## src/rtl/sram_arbiter.sv

```systemverilog
// sram_arbiter: shares one asynchronous video SRAM between the VGA scanout
// reader (port V, high priority, read-only) and the text/font renderer
// (port R, read/write). One access at a time: IDLE (arbitrate) -> ACCESS
// (strobes active) -> RECOVER (bus turnaround). A streak counter forces an R
// grant after MAX_V_STREAK consecutive V grants taken while R was waiting.
module sram_arbiter #(
    parameter int ADDR_W        = 20,
    parameter int DATA_W        = 32,
    parameter int ACCESS_CYCLES = 2,
    parameter int MAX_V_STREAK  = 4
) (
    input  logic                clk,
    input  logic                rst,
    input  logic                v_req,
    input  logic [ADDR_W-1:0]   v_addr,
    output logic                v_ack,
    output logic                v_rvalid,
    output logic [DATA_W-1:0]   v_rdata,
    input  logic                r_req,
    input  logic                r_we,
    input  logic [ADDR_W-1:0]   r_addr,
    input  logic [DATA_W-1:0]   r_wdata,
    input  logic [DATA_W/8-1:0] r_be,
    output logic                r_ack,
    output logic                r_rvalid,
    output logic [DATA_W-1:0]   r_rdata,
    output logic [ADDR_W-1:0]   sram_addr,
    output logic [DATA_W-1:0]   sram_wdata,
    output logic                sram_dq_oe,
    output logic                sram_ce_n,
    output logic                sram_oe_n,
    output logic                sram_we_n,
    output logic [DATA_W/8-1:0] sram_be_n,
    input  logic [DATA_W-1:0]   sram_rdata
);

    localparam int BE_W  = DATA_W / 8;
    localparam int CNT_W = (ACCESS_CYCLES > 1) ? $clog2(ACCESS_CYCLES) : 1;
    localparam int STK_W = $clog2(MAX_V_STREAK + 1);

    localparam logic [1:0] IDLE    = 2'd0;
    localparam logic [1:0] ACCESS  = 2'd1;
    localparam logic [1:0] RECOVER = 2'd2;

    localparam logic [CNT_W-1:0] LAST_CNT = CNT_W'(ACCESS_CYCLES - 1);
    localparam logic [STK_W-1:0] STK_MAX  = STK_W'(MAX_V_STREAK);

    logic [1:0]       state;
    logic [CNT_W-1:0] cnt;
    logic [STK_W-1:0] streak;
    logic             op_v;
    logic             op_we;
    logic [BE_W-1:0]  op_be;
    logic             force_r;
    logic             grant_v;
    logic             grant_r;
    logic             in_access;
    logic             last_access;

    // Arbitration in IDLE: V has priority unless R has been starved too long.
    // Grants are gated by rst so no ack can appear while reset is held.
    always_comb begin
        force_r = r_req && (streak == STK_MAX);
        grant_v = (state == IDLE) && v_req && !force_r && rst;
        grant_r = (state == IDLE) && r_req && (!v_req || force_r) && rst;
    end

    assign v_ack = grant_v;
    assign r_ack = grant_r;

    // Access sequencer: IDLE -> ACCESS for ACCESS_CYCLES cycles -> RECOVER -> IDLE.
    always_ff @(posedge clk or negedge rst) begin
        if (!rst) begin
            state <= IDLE;
            cnt   <= '0;
        end else begin
            case (state)
                IDLE: begin
                    if (grant_v || grant_r) begin
                        state <= ACCESS;
                        cnt   <= '0;
                    end
                end
                ACCESS: begin
                    if (cnt == LAST_CNT) state <= RECOVER;
                    else                 cnt   <= cnt + CNT_W'(1);
                end
                RECOVER: state <= IDLE;
                default: state <= IDLE;
            endcase
        end
    end

    // Latch the winner's command at the end of the grant cycle; it stays
    // stable on the SRAM pins for the whole access.
    always_ff @(posedge clk or negedge rst) begin
        if (!rst) begin
            sram_addr  <= '0;
            sram_wdata <= '0;
            op_v       <= 1'b0;
            op_we      <= 1'b0;
            op_be      <= '0;
        end else if (grant_v) begin
            sram_addr <= v_addr;
            op_v      <= 1'b1;
            op_we     <= 1'b0;
            op_be     <= '1;
        end else if (grant_r) begin
            sram_addr  <= r_addr;
            sram_wdata <= r_wdata;
            op_v       <= 1'b0;
            op_we      <= r_we;
            op_be      <= r_be;
        end
    end

    // Starvation counter: counts V grants taken while R waits, saturating.
    always_ff @(posedge clk or negedge rst) begin
        if (!rst) begin
            streak <= '0;
        end else if (!r_req || grant_r) begin
            streak <= '0;
        end else if (grant_v && (streak != STK_MAX)) begin
            streak <= streak + STK_W'(1);
        end
    end

    assign in_access   = (state == ACCESS);
    assign last_access = in_access && (cnt == LAST_CNT);

    // Capture read data on the last ACCESS cycle; rvalid pulses in RECOVER
    // and each port's rdata holds until that port's next read.
    always_ff @(posedge clk or negedge rst) begin
        if (!rst) begin
            v_rvalid <= 1'b0;
            r_rvalid <= 1'b0;
            v_rdata  <= '0;
            r_rdata  <= '0;
        end else begin
            v_rvalid <= 1'b0;
            r_rvalid <= 1'b0;
            if (last_access && !op_we) begin
                if (op_v) begin
                    v_rvalid <= 1'b1;
                    v_rdata  <= sram_rdata;
                end else begin
                    r_rvalid <= 1'b1;
                    r_rdata  <= sram_rdata;
                end
            end
        end
    end

    // Strobes decode from registered state only, so reset drops them at once.
    // we_n releases one cycle early to give the SRAM data hold time.
    always_comb begin
        sram_ce_n  = !in_access;
        sram_oe_n  = !(in_access && !op_we);
        sram_we_n  = !(in_access && op_we && !last_access);
        sram_dq_oe = in_access && op_we;
        sram_be_n  = in_access ? ~op_be : '1;
    end

    a_v_hold: assert property (@(posedge clk) disable iff (!rst) (v_req && !v_ack) |=> v_req);
    a_r_hold: assert property (@(posedge clk) disable iff (!rst) (r_req && !r_ack) |=> r_req);
    a_one_ack: assert property (@(posedge clk) disable iff (!rst) !(v_ack && r_ack));

endmodule
```

## config.mk

```make
export PLATFORM = sky130hd
export DESIGN_NAME = sram_arbiter
export DESIGN_NICKNAME = d
export VERILOG_FILES = /design/src/rtl/sram_arbiter.sv
export SDC_FILE = /design/constraint.sdc
export NUM_CORES = 1
export LEC_CHECK = 0
export ABC_AREA = 1
export CAP_MARGIN = 20
export CORE_MARGIN = 3
export CORE_UTILIZATION = 40
export DETAILED_ROUTE_END_ITERATION = 7
export PLACE_DENSITY = 0.77
export SYNTH_ARGS = -nofsm -noshare
export SYNTH_HDL_FRONTEND = slang
export SYNTH_SLANG_ARGS = --single-unit
```

## constraint.sdc

```tcl
create_clock -name clk -period 4.65 [get_ports clk]
set_input_delay 0.93 -clock clk [delete_from_list [all_inputs] [get_ports clk]]
set_output_delay 0.93 -clock clk [all_outputs]
set_load 0.02 [all_outputs]
```

==> flow_summary.ini <==
[drt]
routed_wl_um = 15200
firstDrtPassIters = 4
num_vias = 4752
viasPerCell = 4.63
antenna_left = 0
wire_per_inst_um = 14.8
drtIter0Drc = 297
drc = 0

[final_layout]
fin_area_sq_um = 8610
area_growth_pct = 51.7
antenna_cells = 0
drive_above_1_share_pct = 11.6
fillers = 1161
nNetsFinal = 954

[timing]
max_slew_margin_pct = 42.5
fin_tns_setup_ns = 0
fin_crit_sh_pct = 75.2
max_freq_ghz = 0.286
hold_viol_final = 0
finClkSkew_ns = 0.00996
worst_pin_slew_ns = 0.863
slew_violations = 0
rsz0062_at_grt = no
setup_viol = 0
post-route-min-period_ns = 3.50

[worst_setup_path]
worstPathRequired_ns = 3.72
cp_max_fo = 14
endpoint_kind = output pin
r2r_slack_ns = 2.54
regToRegStartpoint = state[1]
criticalPathCategory = primary input to output pin
cp-start-kind = primary input
rr_endpoint = v_rdata[6]
critPathArrivalTime_ns = 2.57
r2r_cells = 9

[clock_network]
post_cts_buffers = 0
ctsLongestPathBuffers = 2
tritoncts = done
clk_pin_slew_ns = 0.05
clk_latency_ns = 0.41
cts_resized = 0
htreeDepth = 4
clockRootBuffer = clkbuf_16
cts_sinks = 130
cts_buffers = 17
hold_buffers = 0

[logic_synthesis]
synth_top_area_share_pct = 57.3
synth_nets = 720
ys_seq_area_share_pct = 57.3
synthCells = 605
yosys.area.top_type = dfrtp_1
ys_types = 24
async_reset_ff_share_pct = 100
synth_top_cells_by_area = dfrtp_1 (57%), nand2_1 (14%), o21ai_2 (7.1%), inv_1 (4.2%), nand3_1 (4.1%)
avgSynthCellArea_sq_um = 9.39
synth_ff_type = dfrtp_1
post_synth_instance_area_sq_um = 5680
synth_edf_count = 0
synth_seq_cells = 130
synth_warnings = 0
yosys-top-cells-count = nand2_1 (215), dfrtp_1 (130), inv_1 (63)
synth.most_common_cell = nand2_1

[flow_run]
maxCapViolations = 0

[min_path]
hold_depth = 2
hold_path_end = sram_wdata[6]
worst_hold_startpoint = sram_wdata[6]
hp-class = register to register

[floorplanning]
dieArea_sq_um = 15700
core-area_sq_um = 13600
die_h_um = 125
num_rows = 42
pin_count = 241
initial_utilization_pct = 41.9
die_w_um = 125

[placement]
hpwlAfterDp_um = 10600
gp_congestion = 0.809
portBuffers = 240
dpl_cell_area_sq_um = 8080

[global_routing]
grtUsageTotal_pct = 19.8
grt_overflow = 0
antenna_found_initial = 0
grt_pass1_wl_um = 25000
grt_max_degree = 70
grt_pass1_vias = 4760

[power_and_ir_drop]
powerDensity_nw_per_um2 = 705
p_sw_share_pct = 38.4
clock_power_share_pct = 19.8
ir_worst_vdd_uv = 345
seqPwrFrac_pct = 32.3
p_sw_uw = 2330
p_int_uw = 3740
leakage_uw = 0.00414
combPwrFrac_pct = 47.8

[run_status]
status = completed
## flip-flops by register name, indices dropped and copies added (netlist names)
register,count
r_rdata,32
streak,3
v_rvalid,1
v_rdata,32
state,2
op_be,4
sram_addr,20
sram_wdata,32
r_rvalid,1
op_we,1
cnt,1
op_v,1
## cells in the final DEF, fill, tap and decap left out, drive strengths merged, types with 4 or more instances in the layout
cell and instances:
dfrtp 130, clkbuf 20, clkdlybuf4s50 239, o21ai 69, buf 9, o21bai 20
nand2 222, inv 66, clkinvlp 4, nand3 47, clkinv 6, nor2 12
## worst max-delay path, stage by stage
cell and delay, ns:
clkdlybuf4s50_1 0.50, nand3_1 0.09, nand2_2 0.29, nand2_2 0.10, inv_2 0.06, clkdlybuf4s50_1 0.60
## metrics by stage
step | util [%] | hold WS, ns | total power (uW) | cells | setup WS, ns
final | 63.5 | 0.474 | 6070 | 1027 | 1.15
after global routing | 63.5 | 0.492 | 6460 | 1027 | 1.08
after CTS | 63.5 | 0.480 | 6150 | 1027 | 1.13
after detailed placement | 59.6 | 0.464 | 4900 | 996 | 1.14
after global placement | 59.6 | 0.461 | 4850 | 996 | 1.15
after floorplan | - | 0.449 | 3540 | 605 | 2.18
## worst max path at each step
stage / startpoint / to / slack, ns / depth (start not counted)
after detailed placement: r_req / r_ack / 1.14 / 6
after floorplan: rst / r_ack / 2.18 / 5
final: r_req / r_ack / 1.15 / 6
after CTS: r_req / r_ack / 1.13 / 6
after global routing: r_req / r_ack / 1.08 / 6
after global placement: r_req / r_ack / 1.15 / 6
## cell type report
type,count,area (sq um),area share (%)
Multi-Input combinational cell,376,1890,22.0
Clock buffer,20,447,5.19
Inverter,66,250,2.91
Sequential cell,130,3250,37.8
Clock inverter,11,90.1,1.05
Tap cell,176,220,2.56
Timing Repair Buffer,248,2460,28.6
## cell families after synthesis
logic type | after synthesis | share of synthesized area [%]
AOI/OAI and AO/OA | 92 | 12.3
adders and majority gates | 2 | 0.441
DFF | 130 | 57.3
and+or+nand+nor | 281 | 20.4
xor gates and xnor gates | 1 | 0.154
buffers and inverters | 99 | 9.39
## power groups by stage
stage / combinational (uW) / clock (uW) / sequential (uW)
after floorplan: 974 / 0 / 2560
after global placement: 2900 / 0 / 1950
after detailed placement: 2940 / 0 / 1960
after CTS: 2950 / 1240 / 1960
after global routing: 3130 / 1290 / 2040
final: 2900 / 1200 / 1960
## metal layers
layer  up-vias  share of wire [%]  track usage [%]
li1       2353                  -                -
met1      2194                 42             24.7
met2       191                 47             31.4
met3        14                 11             8.78
met4         0               0.99             5.55
met5         -                  0                0
Power figures use the tool's default switching activity.
